===== config.mk =====
export PLATFORM = sky130hd
export DESIGN_NAME = spiker_writer_flat
export DESIGN_NICKNAME = d
export VERILOG_FILES = /design/src/rtl/spiker_writer_pkg.sv /design/src/rtl/spiker_writer_if.sv /design/src/rtl/spiker_popcount.sv /design/src/rtl/spiker_writer.sv /design/src/flat_wrapper.sv
export SDC_FILE = /design/constraint.sdc
export NUM_CORES = 2
export LEC_CHECK = 0
export ABC_AREA = 1
export CAP_MARGIN = 20
export CORE_MARGIN = 8
export CORE_UTILIZATION = 35
export CTS_BUF_LIST = sky130_fd_sc_hd__clkbuf_2
export DETAILED_ROUTE_END_ITERATION = 7
export PLACE_DENSITY = 0.56
export SKIP_CTS_REPAIR_TIMING = 1
export SLEW_MARGIN = 10
export SYNTH_ARGS = -nofsm -noshare
export SYNTH_HDL_FRONTEND = slang
export SYNTH_SLANG_ARGS = --single-unit

===== constraint.sdc =====
create_clock -name clk_i -period 2.25 [get_ports clk_i]
set_clock_uncertainty 0.15 [all_clocks]
set_input_delay 0.225 -clock clk_i [delete_from_list [all_inputs] [get_ports clk_i]]
set_output_delay 0.225 -clock clk_i [all_outputs]
set_load 0.005 [all_outputs]

===== src/rtl/spiker_writer_pkg.sv =====
// Shared types and sizing helpers for the spiker_writer return-path packer.
package spiker_writer_pkg;

  typedef enum logic [1:0] {
    ST_IDLE  = 2'd0,
    ST_WRITE = 2'd1,
    ST_DONE  = 2'd2
  } state_e;

  // Number of register words needed to hold n_spikes bits.
  function automatic int unsigned n_words(input int unsigned n_spikes, input int unsigned width);
    return (n_spikes + width - 1) / width;
  endfunction

  // Index width that still yields one bit for a single-word bank.
  function automatic int unsigned idx_w(input int unsigned n);
    return (n > 1) ? $clog2(n) : 1;
  endfunction

endpackage


===== src/rtl/spiker_writer_if.sv =====
// Core-side result handshake plus register-file write bus of spiker_writer.
interface spiker_writer_if #(
  parameter int unsigned WIDTH    = 32,
  parameter int unsigned N_SPIKES = 784
) ();
  import spiker_writer_pkg::*;

  localparam int unsigned N_WORDS = n_words(N_SPIKES, WIDTH);
  localparam int unsigned IW      = idx_w(N_WORDS);
  localparam int unsigned CW      = $clog2(N_SPIKES + 1);

  logic                spk_valid_i;
  logic                spk_ready_o;
  logic [N_SPIKES-1:0] spk_data_i;
  logic                abort_i;
  logic                wr_valid_o;
  logic                wr_ready_i;
  logic [IW-1:0]       wr_idx_o;
  logic [WIDTH-1:0]    wr_data_o;
  logic                busy_o;
  logic                done_o;
  logic [CW-1:0]       spike_count_o;

  // Writer side.
  modport master (
    input  spk_valid_i, spk_data_i, abort_i, wr_ready_i,
    output spk_ready_o, wr_valid_o, wr_idx_o, wr_data_o, busy_o, done_o, spike_count_o
  );

  // Core / register-file side.
  modport slave (
    output spk_valid_i, spk_data_i, abort_i, wr_ready_i,
    input  spk_ready_o, wr_valid_o, wr_idx_o, wr_data_o, busy_o, done_o, spike_count_o
  );

endinterface


===== src/rtl/spiker_popcount.sv =====
// Combinational population count of one WIDTH-bit word.
module spiker_popcount #(
  parameter int unsigned WIDTH = 32
) (
  input  logic [WIDTH-1:0]           data,
  output logic [$clog2(WIDTH+1)-1:0] count
);

  localparam int unsigned PW = $clog2(WIDTH + 1);

  always_comb begin
    count = '0;
    for (int i = 0; i < int'(WIDTH); i++) begin
      count = count + PW'(data[i]);
    end
  end

endmodule


===== src/rtl/spiker_writer.sv =====
// Packs one spike result vector into consecutive register words.
// Optional spike counting is enabled by defining SPIKER_WRITER_POPCOUNT_EN.
module spiker_writer
  import spiker_writer_pkg::*;
#(
  parameter int unsigned WIDTH    = 32,
  parameter int unsigned N_SPIKES = 784
) (
  input  logic           clk_i,
  input  logic           rst_i,
  spiker_writer_if.master bus
);

  localparam int unsigned N_WORDS = n_words(N_SPIKES, WIDTH);
  localparam int unsigned IW      = idx_w(N_WORDS);
  localparam int unsigned SW      = N_WORDS * WIDTH;
  localparam int unsigned CW      = $clog2(N_SPIKES + 1);

  state_e          state_q, state_d;
  logic [SW-1:0]   shadow_q, shadow_d;
  logic [IW-1:0]   idx_q, idx_d;

`ifdef SPIKER_WRITER_POPCOUNT_EN
  localparam int unsigned PW = $clog2(WIDTH + 1);

  logic [CW-1:0] count_q, count_d;
  logic [PW-1:0] word_pop;

  spiker_popcount #(.WIDTH(WIDTH)) u_popcount (
    .data  (shadow_q[WIDTH-1:0]),
    .count (word_pop)
  );
`endif

  // Next-state and datapath update; abort wins over the last-word transition.
  always_comb begin
    state_d  = state_q;
    shadow_d = shadow_q;
    idx_d    = idx_q;
`ifdef SPIKER_WRITER_POPCOUNT_EN
    count_d  = count_q;
`endif
    case (state_q)
      ST_IDLE: begin
        if (bus.spk_valid_i) begin
          shadow_d = SW'(bus.spk_data_i);
          idx_d    = '0;
`ifdef SPIKER_WRITER_POPCOUNT_EN
          count_d  = '0;
`endif
          state_d  = ST_WRITE;
        end
      end
      ST_WRITE: begin
        if (bus.wr_ready_i) begin
          shadow_d = shadow_q >> WIDTH;
          idx_d    = idx_q + IW'(1);
`ifdef SPIKER_WRITER_POPCOUNT_EN
          count_d  = count_q + CW'(word_pop);
`endif
          if (idx_q == IW'(N_WORDS - 1)) begin
            state_d = ST_DONE;
          end
        end
        if (bus.abort_i) begin
          state_d = ST_IDLE;
        end
      end
      ST_DONE: state_d = ST_IDLE;
      default: state_d = ST_IDLE;
    endcase
  end

  always_ff @(posedge clk_i) begin
    if (rst_i) begin
      state_q  <= ST_IDLE;
      shadow_q <= '0;
      idx_q    <= '0;
`ifdef SPIKER_WRITER_POPCOUNT_EN
      count_q  <= '0;
`endif
    end else begin
      state_q  <= state_d;
      shadow_q <= shadow_d;
      idx_q    <= idx_d;
`ifdef SPIKER_WRITER_POPCOUNT_EN
      count_q  <= count_d;
`endif
    end
  end

  // Every output is a register or a direct state decode.
  assign bus.spk_ready_o = (state_q == ST_IDLE);
  assign bus.wr_valid_o  = (state_q == ST_WRITE);
  assign bus.busy_o      = (state_q == ST_WRITE);
  assign bus.done_o      = (state_q == ST_DONE);
  assign bus.wr_idx_o    = idx_q;
  assign bus.wr_data_o   = shadow_q[WIDTH-1:0];

`ifdef SPIKER_WRITER_POPCOUNT_EN
  assign bus.spike_count_o = count_q;
`else
  assign bus.spike_count_o = '0;
`endif

endmodule

===== src/flat_wrapper.sv =====
// flat-port wrapper written by rule: the top's interface ports become plain ports
module spiker_writer_flat import spiker_writer_pkg::*;
#(
  parameter int unsigned WIDTH    = 32,
  parameter int unsigned N_SPIKES = 784
)
  (clk_i, rst_i, bus_spk_valid_i, bus_spk_data_i, bus_abort_i, bus_wr_ready_i, bus_spk_ready_o, bus_wr_valid_o, bus_wr_idx_o, bus_wr_data_o, bus_busy_o, bus_done_o, bus_spike_count_o);
  spiker_writer_if #(.WIDTH(WIDTH), .N_SPIKES(N_SPIKES)) bus_i ();
  input  logic clk_i;
  input  logic rst_i;
  input wire logic [$bits(bus_i.spk_valid_i)-1:0] bus_spk_valid_i;
  input wire logic [$bits(bus_i.spk_data_i)-1:0] bus_spk_data_i;
  input wire logic [$bits(bus_i.abort_i)-1:0] bus_abort_i;
  input wire logic [$bits(bus_i.wr_ready_i)-1:0] bus_wr_ready_i;
  output wire logic [$bits(bus_i.spk_ready_o)-1:0] bus_spk_ready_o;
  output wire logic [$bits(bus_i.wr_valid_o)-1:0] bus_wr_valid_o;
  output wire logic [$bits(bus_i.wr_idx_o)-1:0] bus_wr_idx_o;
  output wire logic [$bits(bus_i.wr_data_o)-1:0] bus_wr_data_o;
  output wire logic [$bits(bus_i.busy_o)-1:0] bus_busy_o;
  output wire logic [$bits(bus_i.done_o)-1:0] bus_done_o;
  output wire logic [$bits(bus_i.spike_count_o)-1:0] bus_spike_count_o;
  assign bus_i.spk_valid_i = bus_spk_valid_i;
  assign bus_i.spk_data_i = bus_spk_data_i;
  assign bus_i.abort_i = bus_abort_i;
  assign bus_i.wr_ready_i = bus_wr_ready_i;
  assign bus_spk_ready_o = bus_i.spk_ready_o;
  assign bus_wr_valid_o = bus_i.wr_valid_o;
  assign bus_wr_idx_o = bus_i.wr_idx_o;
  assign bus_wr_data_o = bus_i.wr_data_o;
  assign bus_busy_o = bus_i.busy_o;
  assign bus_done_o = bus_i.done_o;
  assign bus_spike_count_o = bus_i.spike_count_o;
  spiker_writer #(.WIDTH(WIDTH), .N_SPIKES(N_SPIKES)) u_core (.clk_i(clk_i), .rst_i(rst_i), .bus(bus_i));
endmodule

### After elaboration in Yosys (flattened, before gate mapping)

Cells that the tools add are included.

* register bits after elaboration: 807
* input port bits: 789
* logic and storage cells: 26

* $add $sub $neg: 1
* equal/unequal tests: 7
* mux-type cells: 11
* reduce and logical (&&, ||, !) cells: 4

Operators with widths (number)
* 800-bit 2-to-1 mux: 2
* 800-bit case mux with 2 select lines: 1
* 5-bit 2-to-1 mux: 2
* 5-bit case mux with 2 select lines: 1
* 2-bit 2-to-1 mux: 4
* 3-bit AND reduction: 2
* 5-bit by 1-bit adder with 5-bit output (second input constant): 1
* 5-bit == test (second input constant): 1
* 2-bit != test (second input constant): 2
* 2-bit case mux with 2 select lines: 1
* 3-bit by 2-bit != test with 1-bit output (second input constant): 1
* 3-bit != test (second input constant): 1
* 2-bit by 1-bit == test with 1-bit output (second input constant): 1
* 2-bit == test (second input constant): 1
* 2-bit zero test: 1
* 2-bit nonzero test: 1

### Logic depth before layout (Yosys ltp)

* depth after elaboration: 5
* mapped depth: 9
* mapped depth without buffers: 7

### Worst setup path after synthesis

Ideal clock, no wire load.

* kind: reg2reg
* from: register u_core.state_q[0]
* to: register u_core.shadow_q[224]
* setup time: 0.116 ns
* data arrival time: 1.244 ns
* slack: 0.740 ns
* stages on the path, launching flop included: 10
* buffers on the path: 3
* period minus slack after synthesis: 1.510 ns
* cells stage by stage: dfxtp_1 > nor2_2 > nand2_2 > nand2_2 > inv_2 > buf_4 > buf_4 > buf_2 > nor2_1 > nor2_1

* cells in the longest elaborated chain, start to end: 3
* elaborated cells between the ends (all ways): 7
* those cells by class: eq/ne: 3; mux: 1; reduce/logical: 3

RTL lines
* start, declared: line spiker_writer.sv:19 `state_e state_q, state_d;`
* start signal, assigned: line spiker_writer.sv:83 `state_q <= state_d;`
* 2-bit zero test (*)
* named net bus_spk_ready_o: line flat_wrapper.sv:15 `output wire logic [$bits(bus_i.spk_ready_o)-1:0] bus_spk_ready_o;`
* 2-bit != test (no source line) or 2-bit nonzero test (tied branches)
* 3-bit AND reduction (no source line)
* end signal, assigned: line spiker_writer.sv:84 `shadow_q <= shadow_d;`
* end, declared: line spiker_writer.sv:20 `logic [SW-1:0] shadow_q, shadow_d;`

Mark *: on every way through the listed nets, which the timed path passes. The rest lies on a longest branch.
A chain may end at the register's enable or synchronous reset.

### Final worst setup path

* from: register u_core.state_q[1]
* to: output port bus_wr_valid_o

* cells in the longest elaborated chain, start to end: 1

RTL lines
* 2-bit by 1-bit == test with 1-bit output: line spiker_writer.sv:94 `assign bus.wr_valid_o = (state_q == ST_WRITE);`
* end, declared: line flat_wrapper.sv:16 `output wire logic [$bits(bus_i.wr_valid_o)-1:0] bus_wr_valid_o;`

Every way passes these cells.

==> impl_results.rst <==
.. list-table::
   :header-rows: 1

   * - Metric
     - Value
   * - Part of the cycle the worst path needs
     - 1.14
   * - Fraction of final layout cells with drive strength greater than 1
     - 0.0725
   * - Final standard cell count with taps included and fillers excluded
     - between 9000 and 10000
   * - Worst setup timing slack at the placement stage
     - -0.00961 ns
   * - Via count
     - between 40000 and 50000
   * - Width of the chip
     - around 340 µm
   * - Synth Register Bits
     - between 700 and 800
   * - Async set or reset register ratio after synthesis
     - 0
   * - TritonCTS buffer count
     - 215
   * - Largest net degree at the start of global routing
     - ~140
   * - Multi-input logic area
     - roughly 19000 µm²
   * - Number of maximum-capacitance violations
     - 0
   * - Detail Placement HPWL
     - about 110000 µm
   * - Total congestion overflow after global routing
     - 0
   * - Port bufs
     - 829
   * - Clk buf depth
     - 3
   * - Register Area
     - 15900 µm²
   * - Worst path required time
     - 1.88 ns
   * - Area share of the largest cell type after synthesis
     - 0.432
   * - IO Pins
     - 840
   * - Worst r2r path cells
     - 7
   * - Max IR drop VDD
     - roughly 0.00029 V
   * - Clock insertion delay at the later pin of the skew report
     - approximately 1.5 ns
   * - Setup total negative slack
     - -2.73 ns
   * - Number of fill cells
     - just under 9000
   * - Worst Setup Start Kind
     - register
   * - Area of the mapped netlist
     - 36600 µm²
   * - Endpoints failing setup
     - 36
   * - Initial core utilization
     - 0.353
   * - Vert. Die Dim
     - between 300 and 400 µm
   * - Depth of the CTS H-tree
     - 4
   * - Total power density per cell area
     - ~560 nW/µm²
   * - DR vias/cell
     - between 4 and 5
   * - Main synth FF type
     - dfxtp_1
   * - Max-slew headroom at the worst pin
     - 0.364
   * - Leading post-synthesis cells by cell area
     - dfxtp_1 43%, nand2_1 24%, nor2_1 16%
   * - Slew Limit Fails
     - 0
   * - Aggregate global-route resource usage
     - 0.254
   * - Final worst hold slack
     - 0.166 ns
   * - Sort of element at the end of the critical path
     - output pin
   * - Post-synth EDFFs
     - 0
   * - DR iter-0 viols
     - ~4000
   * - Post-layout worst setup margin
     - -0.325 ns
   * - Cell type contributing the most total cell area after synthesis
     - dfxtp_1
   * - Global-route wire length before repair
     - about 230000 µm
   * - Count of warnings emitted by yosys
     - 0
   * - TritonRoute pass-1 iters
     - 6
   * - Average size of a mapped cell
     - slightly above 6 µm²
   * - Highest clock frequency the design can meet
     - approximately 0.39 GHz
   * - Row cnt
     - ~120
   * - Leakage component of the power
     - 29.9 nW
   * - Final Power
     - 36.6 mW
   * - GPL Wtd Cong
     - about 0.88
   * - Drc violations
     - 0
   * - Class of the tightest hold or removal check
     - input port to register
   * - Net total in the final layout
     - 9072
   * - Number of antenna violations at the first check in global routing
     - 70
   * - Worst Setup Path Type
     - register to output pin
   * - Final ANT Viol Nets
     - 0
   * - Run status
     - complete, but fails checks
   * - Clock-pin slew reported for the worst setup and hold paths after clock tree synthesis
     - 0.10 ns
   * - Min-Delay Path Depth
     - 6
   * - Crit path time final
     - ~2.6 ns
   * - Register area share after synthesis
     - 0.432
   * - Maximum fanout along the worst path
     - 7
   * - Total placed cells including tap cells
     - just under 8000
   * - Hold Vio Cnt, Final
     - 0
   * - TritonCTS clock tree
     - built
   * - Arrival time at the worst endpoint
     - 2.20 ns
   * - Unrepaired setup endpoints after global routing
     - true
   * - Failing checks
     - negative setup slack
   * - Number of global-route vias before repair
     - about 38000
   * - Root buffer selected by CTS
     - clkbuf_2
   * - Most frequent cells after synthesis
     - 2328 x nand2_1, 1514 x nor2_1, 791 x dfxtp_1, 753 x o21ai_0, 251 x buf_2
   * - Floorplan core area
     - ~100000 µm²
   * - Post-Synthesis Cells
     - slightly below 6000
   * - CTS Sinks
     - between 700 and 800
   * - Distinct cell type count of the synthesized netlist
     - 19
   * - Die footprint
     - approximately 120000 µm²
   * - DR WL/cell
     - roughly 18 µm
   * - Final WL
     - ~180000 µm
   * - Transition time at the pin with the least slew margin
     - 0.953 ns
   * - Synth-to-Final Area Change
     - 77.3%
   * - Most frequently used cell type in the post-synthesis netlist
     - nand2_1
cell usage in the layout (no fill, tap or decap), types with 10 or more instances in the layout:
cell             Yosys  final
clkinv_1             0     35
buf_6                0     32
clkdlybuf4s50_1      0    788
o21ai_0            753    753
nand2_1           2328   2328
conb_1               1     10
clkbuf_2             0    346
a21oi_1             37     37
diode_2              0     72
buf_12               0     71
dfxtp_2              0     34
dfxtp_1            791    752
nor2_1            1514   1514
dlygate4sd3_1        0   1605
buf_4               51    100
worst paths after layout:
kind / startpoint / end / slack [ns]
max reg2reg: u_core.state_q[1]$_SDFFE_PP0P_ / u_core.shadow_q[758]$_SDFFE_PP0P_ / -0.03
min: bus_spk_data_i[260] / u_core.shadow_q[260]$_SDFFE_PP0P_ / 0.17
min reg2reg: u_core.shadow_q[771]$_SDFFE_PP0P_ / u_core.shadow_q[771]$_SDFFE_PP0P_ / 0.32
max: u_core.state_q[1]$_SDFFE_PP0P_ / bus_wr_valid_o / -0.32
per-layer routing:
metal | GRT usage | vias up | share of wire
li1 | - | 23183 | -
met1 | 0.311 | 22314 | 0.40
met2 | 0.424 | 2167 | 0.48
met3 | 0.0713 | 682 | 0.068
met4 | 0.0955 | 28 | 0.050
met5 | 0 | - | 0.00097
cell type report:
class / instances / share of cell area
diodes: 72 / 0.00277
clock buffers: 338 / 0.0261
clock inverters: 49 / 0.00397
inverters: 10 / 0.00125
multi-input cells: 4656 / 0.286
flip-flops and latches: 791 / 0.245
well taps: 1380 / 0.0266
repair buffers: 2605 / 0.409
repair inverters: 2 / 0.000347
state kept, by name, summed over array words and instances (netlist names):
name and flops:
u_core.shadow_q 784, u_core.bus.wr_idx_o 5, u_core.state_q 2
stage by stage:
stage	utilization	area (µm²)
floorplan	-	36700
global placement	0.449	46500
detailed placement	0.449	46500
CTS	0.468	48500
global route	0.626	64900
finish	0.626	64900
report_power, final:
part           switching [mW]  leakage, nW  internal [mW]
Sequential              0.777         6.58           15.4
Combinational            4.77         21.8           5.06
Clock                    6.45         1.53           4.20
kinds of logic (layout without fill, tap and decap cells):
kind of cell | Yosys count | in the layout | share of synthesized area
XOR/XNOR | 1 | 1 | 0.000239
other | 1 | 82 | 0.000102
AO/OA/AOI/OAI | 791 | 791 | 0.108
buffers and inverters | 480 | 3004 | 0.0630
adder cells (fa/ha/maj) | 2 | 2 | 0.000683
AND/OR/NAND/NOR | 3852 | 3852 | 0.395
flip-flops | 791 | 791 | 0.432
critical path, cell delays in order, from the launching register on:
cell and delay (ns):
dfxtp_4 0.38, inv_4 0.05, nand2_8 0.13, clkinv_16 0.09, buf_6 0.12
(Power assumes the default switching activity.)
